`src/rtl/glitch_pkg.sv`:
```
// Shared types and default parameters for the glitch scheduler slice.
package glitch_pkg;

    localparam int DEF_CNT_W        = 16;
    localparam int DEF_REP_W        = 8;
    localparam int DEF_RELOCK_CYC   = 4;
    localparam int DEF_LOCK_TIMEOUT = 4096;

    typedef enum logic [2:0] {
        IDLE,
        RELOCK,
        WAIT_LOCK,
        ARMED,
        DELAY,
        GLITCH,
        GAP,
        DONE
    } state_t;

endpackage

```
`src/rtl/glitch_downcnt.sv`:
```
// Loadable down-counter with a zero flag. The scheduler reuses one instance
// for every timed phase because only one phase is ever active.
module glitch_downcnt #(
    parameter int CNT_W = 16
) (
    input  logic             clk,
    input  logic             reset,
    input  logic             load,
    input  logic [CNT_W-1:0] load_val,
    output logic [CNT_W-1:0] count,
    output logic             zero
);

    // Load wins over counting; the counter parks at zero until reloaded.
    always_ff @(posedge clk) begin
        if (reset) begin
            count <= '0;
        end else if (load) begin
            count <= load_val;
        end else if (count != '0) begin
            count <= count - CNT_W'(1);
        end
    end

    assign zero = (count == '0);

endmodule

```
`src/rtl/glitch_scheduler.sv`:
```
// Glitch injection sequencer: optional PLL relock, trigger arming, then a
// train of glitch pulses separated by gaps, all timed from one down-counter.
module glitch_scheduler
    import glitch_pkg::*;
#(
    parameter int CNT_W        = DEF_CNT_W,
    parameter int REP_W        = DEF_REP_W,
    parameter int RELOCK_CYC   = DEF_RELOCK_CYC,
    parameter int LOCK_TIMEOUT = DEF_LOCK_TIMEOUT
) (
    input  logic             clk,
    input  logic             reset,
    input  logic             start,
    input  logic             abort,
    input  logic             cfg_relock,
    input  logic [CNT_W-1:0] cfg_delay,
    input  logic [CNT_W-1:0] cfg_width,
    input  logic [CNT_W-1:0] cfg_gap,
    input  logic [REP_W-1:0] cfg_repeat,
    input  logic             trigger,
    input  logic             pll_locked,
    output logic             pll_relock,
    output logic             glitch_en,
    output logic             busy,
    output logic             done,
    output logic             lock_err,
    output logic [REP_W-1:0] pulse_count
);

    // Each phase loads (length - 1) so that the zero cycle is its last cycle.
    localparam logic [CNT_W-1:0] RELOCK_LOAD  = CNT_W'(RELOCK_CYC - 1);
    localparam logic [CNT_W-1:0] TIMEOUT_LOAD = CNT_W'(LOCK_TIMEOUT - 1);

    state_t           state;
    state_t           state_next;
    logic [CNT_W-1:0] delay_q;
    logic [CNT_W-1:0] width_q;
    logic [CNT_W-1:0] gap_q;
    logic [REP_W-1:0] rep_left;
    logic             trigger_q;
    logic             trig_edge;
    logic             accept;
    logic             timeout_hit;
    logic             wl_first;
    logic             cnt_load;
    logic [CNT_W-1:0] cnt_load_val;
    logic [CNT_W-1:0] cnt;
    logic             cnt_zero;

    assign trig_edge = trigger & ~trigger_q;
    assign accept    = (state == IDLE) && start && !abort;
    // The timeout count is still at its load value only in the first WAIT_LOCK cycle.
    assign wl_first  = (cnt == TIMEOUT_LOAD);

    glitch_downcnt #(.CNT_W(CNT_W)) u_cnt (
        .clk      (clk),
        .reset    (reset),
        .load     (cnt_load),
        .load_val (cnt_load_val),
        .count    (cnt),
        .zero     (cnt_zero)
    );

    // Next-state decision; abort overrides whatever the phase logic chose.
    always_comb begin
        state_next  = state;
        timeout_hit = 1'b0;
        case (state)
            IDLE:      if (start) state_next = cfg_relock ? RELOCK : ARMED;
            RELOCK:    if (cnt_zero) state_next = WAIT_LOCK;
            WAIT_LOCK: begin
                if (!wl_first && pll_locked) begin
                    state_next = ARMED;
                end else if (cnt_zero) begin
                    state_next  = IDLE;
                    timeout_hit = 1'b1;
                end
            end
            ARMED:     if (trig_edge) state_next = (delay_q == '0) ? GLITCH : DELAY;
            DELAY:     if (cnt_zero) state_next = GLITCH;
            GLITCH:    if (cnt_zero) state_next = (rep_left != '0) ? GAP : DONE;
            GAP:       if (cnt_zero) state_next = GLITCH;
            DONE:      state_next = IDLE;
            default:   state_next = IDLE;
        endcase
        if (abort) begin
            state_next  = IDLE;
            timeout_hit = 1'b0;
        end
    end

    // Reload the shared counter with the length of whichever phase is being entered.
    always_comb begin
        cnt_load     = (state_next != state);
        cnt_load_val = '0;
        case (state_next)
            RELOCK:    cnt_load_val = RELOCK_LOAD;
            WAIT_LOCK: cnt_load_val = TIMEOUT_LOAD;
            DELAY:     cnt_load_val = delay_q - CNT_W'(1);
            GLITCH:    cnt_load_val = (width_q == '0) ? '0 : width_q - CNT_W'(1);
            GAP:       cnt_load_val = (gap_q == '0) ? '0 : gap_q - CNT_W'(1);
            default:   cnt_load_val = '0;
        endcase
    end

    // State register and trigger history, which is tracked in every state.
    always_ff @(posedge clk) begin
        if (reset) begin
            state     <= IDLE;
            trigger_q <= 1'b0;
        end else begin
            state     <= state_next;
            trigger_q <= trigger;
        end
    end

    // Outputs are registered copies of what the next state implies.
    always_ff @(posedge clk) begin
        if (reset) begin
            pll_relock <= 1'b0;
            glitch_en  <= 1'b0;
            busy       <= 1'b0;
            done       <= 1'b0;
        end else begin
            pll_relock <= (state_next == RELOCK);
            glitch_en  <= (state_next == GLITCH);
            busy       <= (state_next != IDLE);
            done       <= (state_next == DONE);
        end
    end

    // Run bookkeeping: config capture, remaining repeats, pulse count and lock error.
    always_ff @(posedge clk) begin
        if (reset) begin
            delay_q     <= '0;
            width_q     <= '0;
            gap_q       <= '0;
            rep_left    <= '0;
            pulse_count <= '0;
            lock_err    <= 1'b0;
        end else if (accept) begin
            delay_q     <= cfg_delay;
            width_q     <= cfg_width;
            gap_q       <= cfg_gap;
            rep_left    <= cfg_repeat;
            pulse_count <= '0;
            lock_err    <= 1'b0;
        end else begin
            if (timeout_hit) begin
                lock_err <= 1'b1;
            end
            if ((state_next == GLITCH) && (state != GLITCH) && (pulse_count != {REP_W{1'b1}})) begin
                pulse_count <= pulse_count + REP_W'(1);
            end
            if ((state == GAP) && (state_next == GLITCH)) begin
                rep_left <= rep_left - REP_W'(1);
            end
        end
    end

endmodule
```
`config.mk`:
```
export PLATFORM = sky130hd
export DESIGN_NAME = glitch_scheduler
export DESIGN_NICKNAME = d
export VERILOG_FILES = /design/src/rtl/glitch_pkg.sv /design/src/rtl/glitch_downcnt.sv /design/src/rtl/glitch_scheduler.sv
export SDC_FILE = /design/constraint.sdc
export NUM_CORES = 1
export LEC_CHECK = 0
export ABC_CLOCK_PERIOD_IN_PS = 6100
export CORE_MARGIN = 1.5
export CORE_UTILIZATION = 50
export CTS_CLUSTER_DIAMETER = 100
export DETAILED_ROUTE_END_ITERATION = 8
export MAX_ROUTING_LAYER = met4
export PLACE_DENSITY = 0.82
export SLEW_MARGIN = 20
export SYNTH_ARGS = -nofsm -noshare
export SYNTH_HDL_FRONTEND = slang
export SYNTH_HIERARCHICAL = 1
export SYNTH_SLANG_ARGS = --single-unit
```
`constraint.sdc`:
```
create_clock -name clk -period 6.1 [get_ports clk]
set_input_delay 0.61 -clock clk [delete_from_list [all_inputs] [get_ports clk]]
set_output_delay 0.61 -clock clk [all_outputs]
set_load 0.01 [all_outputs]
```
Word level (Yosys, flattened, before mapping). Index checks and enable logic that the tools add are counted.

Bits in registers: 89. Bits of input ports: 63. Output and inout port bits: 13.

$add $sub $neg: 6. Equality and inequality tests: 17. Mux-type cells: 23. Bitwise gates (word level): 2. Reductions and logical operators: 20.

Operators by type and width (count): 16-bit case mux with 5 select lines (1); 16-bit logical NOT (4); 16-bit two-way mux (4); 16-bit by 1-bit subtractor with 16-bit output, second input constant (4); 3-bit == test, second input constant (8); 3-bit two-way mux (8); 3-bit case mux with 7 select lines (1); 16-bit by 12-bit == test with 1-bit output, second input constant (1); 8-bit two-way mux (2); 16-bit nonzero test (1); 3-bit by 2-bit == test with 1-bit output, second input constant (3); 8-bit by 1-bit adder with 8-bit output, second input constant (1); 8-bit != test, second input constant (1); 8-bit nonzero test (1); 8-bit by 1-bit subtractor with 8-bit output, second input constant (1); 3-bit by 1-bit == test with 1-bit output, second input constant (2); 1-bit logical AND (6); 1-bit two-way mux (6); 2-bit nonzero test (2); 2-bit OR reduction (2); 3-bit logical NOT (1); 3-bit != test (1); 3-bit != test, second input constant (1); 3-bit nonzero test (1); 4 further kinds (5).

Logic depth before layout (Yosys ltp). Gate-level depths: netlist of run 1.

Depth in word-level cells: 10. Mapped depth: 17.

Hierarchy. Netlist of run 1, hierarchy kept.

Modules (own cells, without submodules): glitch_scheduler (times used 1, cells each 573, area an instance 4341.7 um2); glitch_downcnt (times used 1, cells each 116, area an instance 964.7 um2).

Worst setup path after synthesis of run 1. Ideal clock, no wire load.

Path kind: reg2reg. Start: reg u_cnt.count[0]. End: reg u_cnt.count[13]. Library setup time: 0.078 ns. Arrival time: 4.005 ns. Data required time: 6.022 ns. Setup slack: 2.018 ns. Stages on the path, launching flop included: 17. Path buffers: 1. Clock period less this slack: 4.082 ns. Cells stage by stage: dfxtp_1 inv_1 ha_1 or3b_2 or4_4 nor2_1 mux2i_1 a221oi_1 o31ai_4 nand2_1 xor2_1 o211ai_1 nor2b_1 clkbuf_1 a21oi_1 a31o_2 nor3_1.

Elaborated cells on any way between the ends: 23.

RTL lines: start, declared (line glitch_downcnt.sv:10) `output logic [CNT_W-1:0] count,`; start signal, assigned (line glitch_downcnt.sv:19) `count <= load_val;`; start signal, assigned (line glitch_downcnt.sv:21) `count <= count - CNT_W'(1);`; 16-bit logical NOT (*) (line glitch_downcnt.sv:25) `assign zero = (count == '0);`; net cnt_zero (line glitch_scheduler.sv:48) `logic cnt_zero;`; 3-bit two-way mux (line glitch_scheduler.sv:74) `end else if (cnt_zero) begin`; 3-bit two-way mux (line glitch_scheduler.sv:72) `if (!wl_first && pll_locked) begin`; 3-bit case mux with 7 select lines (*) (line glitch_scheduler.sv:68) `case (state)`; 3-bit two-way mux (*) (line glitch_scheduler.sv:86) `if (abort) begin`; 3-bit != test (*) (line glitch_scheduler.sv:94) `cnt_load = (state_next != state);`; net cnt_load (line glitch_scheduler.sv:45) `logic cnt_load;`; 16-bit two-way mux or 2-bit nonzero test (tied branches).

Mark *: on every way through the listed nets, which the timed path passes. The rest lies on a longest branch. The select of a mux whose other input is x is not followed. A chain may end at the register's enable or synchronous reset.

Worst setup path in the final report of run 1. Same ends and word-level chain as after synthesis.

==> results of run 1 <==
==> kinds of logic (layout without fill, tap and decap cells) <==
group                    count (synthesis)  after routing
AND/OR/NAND/NOR                        310            310
multiplexers                             1              1
buffers and inverters                   51            109
XOR/XNOR                                52             52
AO/OA/AOI/OAI                          176            176
adder cells (fa/ha/maj)                 10             10
flip-flops                              89             89
==> cells in the final DEF, fill, tap and decap left out, drive strengths merged, types with 4 or more instances in the layout <==
cell and count:
inv 14, nand3b 4, o31ai 8, o21ai 40
a21oi 69, a211oi 8, o211ai 6, and2 5
a22oi 4, buf 5, nor2b 5, nor2 46
nand3 7, nor3 25, or3 6, clkbuf 13
nor4 21, xor2 15, clkdlybuf4s50 74, nand2b 8
nand2 144, ha 10, dfxtp 89, nand4 6
a211o 5, or4 11, and3 6, xnor2 37
==> critical path, cell delays in order, from the launching register on <==
cell,delay [ns]
dfxtp_1,0.35
inv_1,0.09
ha_1,0.19
or3b_2,0.53
or4_4,0.59
nor2_1,0.30
mux2i_1,0.13
a221oi_1,0.48
o31ai_4,0.22
nand2_1,0.19
xor2_1,0.08
o211ai_1,0.11
buf_4,0.22
nor2b_1,0.74
nand2_1,0.16
a31o_2,0.28
nor3_1,0.14
==> registers in the layout (all words and copies together) (netlist names) <==
name         cells
pulse_count      8
gap_q           16
rep_left         8
width_q         16
delay_q         16
u_cnt/count     16
trigger_q        1
busy             1
glitch_en        1
done             1
pll_relock       1
lock_err         1
state            3
==> metrics by stage <==
| stage | power, mW | instances | setup slack [ns] | cell area (sq um) |
|---|---|---|---|---|
| CTS | 2.17 | 883 | 1.29 | 6300 |
| finish | 2.18 | 883 | 1.24 | 6300 |
| global route | 2.32 | 883 | 0.830 | 6300 |
| floorplan | 1.51 | 689 | 2.02 | 5310 |
| global placement | 1.71 | 867 | 1.57 | 6080 |
| detailed placement | 1.73 | 867 | 1.31 | 6080 |
==> power by group through the flow <==
| stage | Clock (mW) | Sequential (mW) | Combinational [mW] |
|---|---|---|---|
| 5_1_grt | 0.465 | 0.773 | 1.08 |
| 4_1_cts | 0.438 | 0.758 | 0.974 |
| 3_3_place_gp | 0 | 0.764 | 0.941 |
| 2_1_floorplan | 0 | 0.742 | 0.768 |
| 3_5_place_dp | 0 | 0.771 | 0.964 |
| 6_report | 0.434 | 0.760 | 0.988 |
==> worst min-delay path by stage <==
stage                     start           to  cells after the start
finish                 gap_q[8]     gap_q[8]                      2
global route           gap_q[4]     gap_q[4]                      2
CTS                 width_q[13]  width_q[13]                      2
detailed placement  width_q[13]  width_q[13]                      2
global placement     delay_q[9]   delay_q[9]                      2
floorplan            width_q[9]   width_q[9]                      2
==> layer usage <==
| metal | part of all wire | global-route usage |
|---|---|---|
| met5 | 0 | - |
| met2 | 0.48 | 0.424 |
| met4 | 0.025 | 0.100 |
| met1 | 0.45 | 0.335 |
| met3 | 0.052 | 0.0417 |
==> synth_stat cells (5+ instances only) <==
master and instances:
nand4_1 6, inv_1 14, clkbuf_1 30, a21oi_1 69
ha_1 10, or3_1 6, or4_1 5, nand3_1 7
xor2_1 15, o31ai_1 7, nand2_1 144, dfxtp_1 89
nor2_1 44, and3_1 6, nor3_1 25, o21ai_0 31
nor4_1 18, nand2b_1 8, a211o_1 5, a211oi_1 8
xnor2_1 37, nor2b_1 5, o21ai_1 8
==> final cells by class <==
class                   instances  area (sq um)
flip-flops and latches         89          1780
inverters                      14          52.6
multi-input cells             549          3300
well taps                     136           170
fillers                       894          4030
clock buffers                  13           169
clock inverters                 3          47.5
repair buffers                 79           776
==> summary.md, run 1 <==
| Metric | Value |
|---|---|
| Max_slew headroom | `0.322` |
| FF-to-FF setup slack | `1.24 ns` |
| Post-CTS Setup Repair Bufs | `0` |
| Synth Net Count | `762` |
| Critical Path Start | `u_cnt/count[0]` |
| Starting Density | `0.514` |
| First drt pass iteration count | `5` |
| Worst Setup Path Type | `flip-flop to flip-flop` |
| # setup viols final | `0` |
| Clk Latency, worst-skew pair | `0.35 ns` |
| Overall routed net length | `~14000 um` |
| Share of cells above drive strength 1 | `0.0576` |
| Final hold viol count | `0` |
| # DRC | `0` |
| Tightest Hold Check Type | `flip-flop to flip-flop` |
| Simple-gate portion of the synthesized area | `0.292` |
| Sw Pwr | `just under 900 uW` |
| Final Max Tran Viols | `0` |
| Total track usage | `0.264` |
| Internal Power | `1.30 mW` |
| Slew @ Worst Pin | `1.01 ns` |
| Worst R2R Path Depth | `16` |
| Clock tree buffer depth | `2` |
| Sequential area share after synthesis | `0.336` |
| Area contributors post-synth | `dfxtp_1 (34%), nand2_1 (10%), a21oi_1 (6.5%)` |
| Hold slack final | `0.492 ns` |
| FF-to-FF Start | `u_cnt/count[0]` |
| CP Launch Type | `flip-flop` |
| Max_cap viols | `0` |
| First-pass GRT wire length | `between 20000 and 25000 um` |
| Syn Inst Count | `689` |
| Ys async rst share | `0` |
| Largest net degree at the start of global routing | `77` |
| Worst VDD drop | `0.280 mV` |
| Post-Synth Adder-Cell Area | `0.0236` |
| Number of I/O pins | `76` |
| Post-synthesis compound-gate area fraction | `0.218` |
| Die Span Y | `106 um` |
| Largest family of logic cells by synthesized area | `simple AND/OR/NAND/NOR gates` |
| XOR/XNOR Fraction of Synth Area | `0.0858` |
| Worst EP arrival | `5.12 ns` |
| Comb pwr share | `0.453` |
| Ys Warns | `6` |
| Area Overhead vs Synth | `18.7%` |
| CTS Buf Count | `9` |
| Dpl hpwl | `10900 um` |
| CP endpoint | `u_cnt/count[13]` |
| Root buf cell | `clkbuf_8` |
| FF+latch count, synth | `89` |
| Core area | `about 10000 sq um` |
| Reg clk slew, reported paths | `approximately 0.09 ns` |
| Outcome | `finished clean` |
| RSZ-0062 raised after global routing | `no` |
| Number of diodes | `0` |
| Post-synth EDFFs | `0` |
| Switching Share | `0.406` |
| Full die area | `approximately 11000 sq um` |
| Cell accounting for the most synthesized area | `dfxtp_1` |
| CTS tree | `done` |
| Library cells used by synthesis | `73` |
| Mapped Area | `5310 sq um` |
| Rows | `37` |
| Crit Path Max Fanout | `15` |
| Fin crit period | `4.86 ns` |
| Top_reg_cell synth | `dfxtp_1` |
| Setup TNS Final | `0 ns` |
| Post-DR vias/cell | `between 5 and 6` |
| Post-synth top area share | `0.336` |
| Final nets | `815` |
| Total congestion overflow | `0` |
| CP endpoint kind | `flip-flop` |
| Sequential share of power | `0.348` |
| Htree depth | `3` |
| Initial antenna violation count | `0` |
| Vias | `5177` |
| Period utilization | `0.797` |
| Avg WL per Cell | `16.2 um` |
| Worst Skew | `0.0184 ns` |
| Max frequency | `206 MHz` |
| # resized after CTS | `0` |
| Worst r2r dst | `u_cnt/count[13]` |
| Multiplexer area fraction after synthesis | `0.00189` |
| Routability cong. | `0.946` |
| Clock Power Share | `0.199` |
| Post-CTS Hold Buffers | `0` |
| Die width | `106 um` |
| Utilization after layout | `0.610` |
| 1st-iter DRT viols | `395` |
| P per Cell Area | `346 nW/um^2` |
| Post-route ant nets | `0` |
| Port bufs | `75` |
| Req. time, crit path | `6.35 ns` |
| Vias in the first global route | `about 4800` |
| Leak | `2.19 nW` |
| CTS Sinks | `89` |
| Synthesized area per cell | `7.70 sq um` |
(Power assumes the default switching activity.)
==> run 2, diff against run 1 <==
--- a/config.mk
+++ b/config.mk
@@ -5,13 +5,13 @@
 export SDC_FILE = /design/constraint.sdc
 export NUM_CORES = 1
 export LEC_CHECK = 0
-export ABC_CLOCK_PERIOD_IN_PS = 6100
+export ABC_CLOCK_PERIOD_IN_PS = 4000
 export CORE_MARGIN = 1.5
 export CORE_UTILIZATION = 50
 export CTS_CLUSTER_DIAMETER = 100
 export DETAILED_ROUTE_END_ITERATION = 8
 export MAX_ROUTING_LAYER = met4
-export PLACE_DENSITY = 0.82
+export PLACE_DENSITY = 0.85
 export SLEW_MARGIN = 20
 export SYNTH_ARGS = -nofsm -noshare
 export SYNTH_HDL_FRONTEND = slang
==> constraint.sdc (replaced) <==
create_clock -name clk -period 4 [get_ports clk]
set_input_delay 0.4 -clock clk [delete_from_list [all_inputs] [get_ports clk]]
set_output_delay 0.4 -clock clk [all_outputs]
set_load 0.01 [all_outputs]
==> run 2 against run 1 <==
Effect of this change:
- first-iteration DRC count up 1.3%
- global-route usage is 1.4 points higher
- maximum frequency rose by 27%
- sequential power rose by 53%
- register-to-register slack worse by 1.1 ns
- flip-flop and latch count unchanged
- utilization increased by 2.0 points
- clock power grew 50%
- sequential share of layout area is 0.88 points lower
- final cell count up 2.6%
- largest cell class unchanged
==> summary.md, run 2 (synthesis results as in run 1) <==
| Metric | Value |
|---|---|
| Clk Latency, worst-skew pair | `0.37 ns (+0.02 ns)` |
| # setup viols final | `0 (unchanged)` |
| Commonest non-fill, non-tap cells in the layout | `nand2_1 (144), dfxtp_1 (89), clkdlybuf4s50_1 (74), a21oi_1 (69), nor2_1 (42)` |
| CTS Buf Count | `9 (unchanged)` |
| Total congestion overflow | `0 (unchanged)` |
| Number of diodes | `0 (unchanged)` |
| Total track usage | `0.278 (+0.0142)` |
| CP Launch Type | `flip-flop` |
| RSZ-0062 raised after global routing | `no` |
| Starting Density | `0.514 (unchanged)` |
| Leak | `2.30 nW (+4.9%)` |
| Share of cells above drive strength 1 | `0.0961 (+0.0385)` |
| Die Span Y | `106 um (unchanged)` |
| Number of I/O pins | `76 (unchanged)` |
| Final nets | `838 (+2.8%)` |
| Sequential share of power | `0.331 (-0.017)` |
| FF-to-FF setup slack | `0.18 ns (-1.06 ns)` |
| Most common cell after layout, fill and taps aside | `nand2_1` |
| Max frequency | `262 MHz (+27%)` |
| Req. time, crit path | `4.27 ns (-2.08 ns)` |
| Crit Path Max Fanout | `9 (-6)` |
| CTS tree | `done` |
| Reg clk slew, reported paths | `0.09 ns (about the same)` |
| Period utilization | `0.955 (+0.158)` |
| Sequential Area | `1780 sq um (unchanged)` |
| Worst path top cell family by delay | `simple AND/OR/NAND/NOR gates` |
| Internal Power | `2.07 mW (+59%)` |
| Critical Path, Cell by Cell | `inv_1 -> ha_1 -> or3b_2 -> or4_4 -> nor2_4 -> buf_4 -> a211o_1 -> inv_1 -> o31ai_2 -> or4_4 -> buf_4 -> nor2_2 -> a211o_1 -> a221oi_1 -> and4b_1` |
| Fin crit period | `3.82 ns (-1.04 ns)` |
| Htree depth | `3 (unchanged)` |
| Worst Path Buf+Inv | `4 (+2)` |
| Outcome | `finished clean` |
| Root buf cell | `clkbuf_8` |
| Routability cong. | `1.01 (+7.2%)` |
| Clock tree buffer depth | `2 (unchanged)` |
| Switching Share | `0.411 (+0.00499)` |
| # fillers | `912 (+2.0%)` |
| Worst Setup Path Type | `flip-flop to flip-flop` |
| Hold slack final | `0.486 ns (-0.00592 ns)` |
| Dpl hpwl | `11300 um (+4.3%)` |
| Sw Pwr | `1.44 mW (+63%)` |
| Slowest stage cell, crit path | `or4_4` |
| First-pass GRT wire length | `24400 um (+4.2%)` |
| CTS Sinks | `89 (unchanged)` |
| Post-DR vias/cell | `5.90 (+0.70%)` |
| Worst Skew | `0.00633 ns (-0.0120 ns)` |
| Max_cap viols | `0 (unchanged)` |
| CP endpoint kind | `flip-flop` |
| Vias in the first global route | `4949 (+2.4%)` |
| Area Overhead vs Synth | `22.5%` |
| Final Max Tran Viols | `0 (unchanged)` |
| Post-route ant nets | `0 (unchanged)` |
| Initial antenna violation count | `0 (unchanged)` |
| Final hold viol count | `0 (unchanged)` |
| Die width | `106 um (unchanged)` |
| Place WS | `-0.0581 ns (-1.37 ns)` |
| Critical Path Max Stage Delay | `0.55 ns (-0.19 ns)` |
| Clock Power Share | `0.186 (-0.013)` |
| # DRC | `0 (unchanged)` |
| Avg WL per Cell | `16.6 um (+2.3%)` |
| Worst VDD drop | `0.404 mV (+44%)` |
| First drt pass iteration count | `6 (+1)` |
| Fin worst setup slack | `0.178 ns (-1.06 ns)` |
| Overall routed net length | `15000 um (+5.0%)` |
| Core area | `10300 sq um (unchanged)` |
| Worst EP arrival | `4.09 ns (-1.03 ns)` |
| P per Cell Area | `540 nW/um^2 (+56%)` |
| Tightest Hold Check Type | `flip-flop to flip-flop` |
| Area of the multi-input gates | `3340 sq um (+1.3%)` |
| Comb pwr share | `0.484 (+0.031)` |
| 1st-iter DRT viols | `400 (+1.3%)` |
| Vias | `5349 (+3.3%)` |
| Full die area | `11200 sq um (unchanged)` |
| Max_slew headroom | `0.388 (+0.0665)` |
| Slew @ Worst Pin | `0.910 ns (-0.0988 ns)` |
| Largest net degree at the start of global routing | `54 (-30%)` |
| Rows | `37 (unchanged)` |
| Power, Total | `3.51 mW (+61%)` |
| Port bufs | `75 (unchanged)` |
[run 2: cell types whose count changed in the layout (fill, tap and decap cells not counted), sizes merged]
cell,previous run,this run
clkinvlp,0,3
clkbuf,13,10
buf,5,28
inv,14,15
clkinv,2,1
[run 2: cell type report]
type	instances	share of cell area
multi-input combinational	549	0.514
inverter	14	0.00808
sequential	89	0.274
tap	136	0.0262
clock inverter	6	0.0102
timing repair buffer	102	0.146
clock buffer	10	0.0212
[run 2: per-stage QoR]
| step | std cells | utilization | TNS [ns] | area [sq um] |
|---|---|---|---|---|
| finish | 906 | 0.630 | 0 | 6500 |
| global route | 906 | 0.630 | 0 | 6500 |
| CTS | 901 | 0.623 | 0 | 6430 |
| detailed placement | 885 | 0.603 | -0.0581 | 6220 |
| global placement | 885 | 0.603 | 0 | 6220 |
| floorplan | 689 | - | 0 | 5310 |
[run 2: timing repair]
action,4_1_cts,5_1_grt
endpoints found under the setup margin,3,14
pin swaps,0,2
setup buffers,0,5
resized for setup,1,8
hold buffers,0,0
endpoints found under the hold margin,0,0
[run 2: final timing paths]
check                                     from              end  cells past startpoint
worst max-delay path            u_cnt/count[0]  u_cnt/count[14]                     15
worst min-delay path                  gap_q[9]         gap_q[9]                      2
worst max register to register  u_cnt/count[0]  u_cnt/count[14]                     15
worst min register to register        gap_q[9]         gap_q[9]                      2
[run 2: layer usage]
metal	share of wire	global-route usage	routed length, um	up-vias
met5	0	-	0	-
met4	0.021	0.101	311	0
met3	0.055	0.0337	831	26
met2	0.48	0.442	7170	197
met1	0.45	0.365	6710	2510
li1	-	-	-	2616
[run 2: power by group through the flow]
stage	logic (mW)	clock network, mW	registers (mW)
5_1_grt	1.82	0.696	1.18
3_3_place_gp	1.56	0	1.16
6_report	1.70	0.651	1.16
3_5_place_dp	1.60	0	1.18
2_1_floorplan	1.18	0	1.13
4_1_cts	1.62	0.659	1.16
[run 2: worst register-to-register path, cell delays in order, from the launching register on]
cell and delay, ns:
dfxtp_1 0.35, inv_1 0.09, ha_1 0.20, or3b_2 0.47, or4_4 0.55, nor2_4 0.13, buf_4 0.13, a211o_1 0.14
inv_1 0.11, o31ai_2 0.38, or4_4 0.26, buf_4 0.15, nor2_2 0.04, a211o_1 0.25, a221oi_1 0.25, and4b_1 0.22
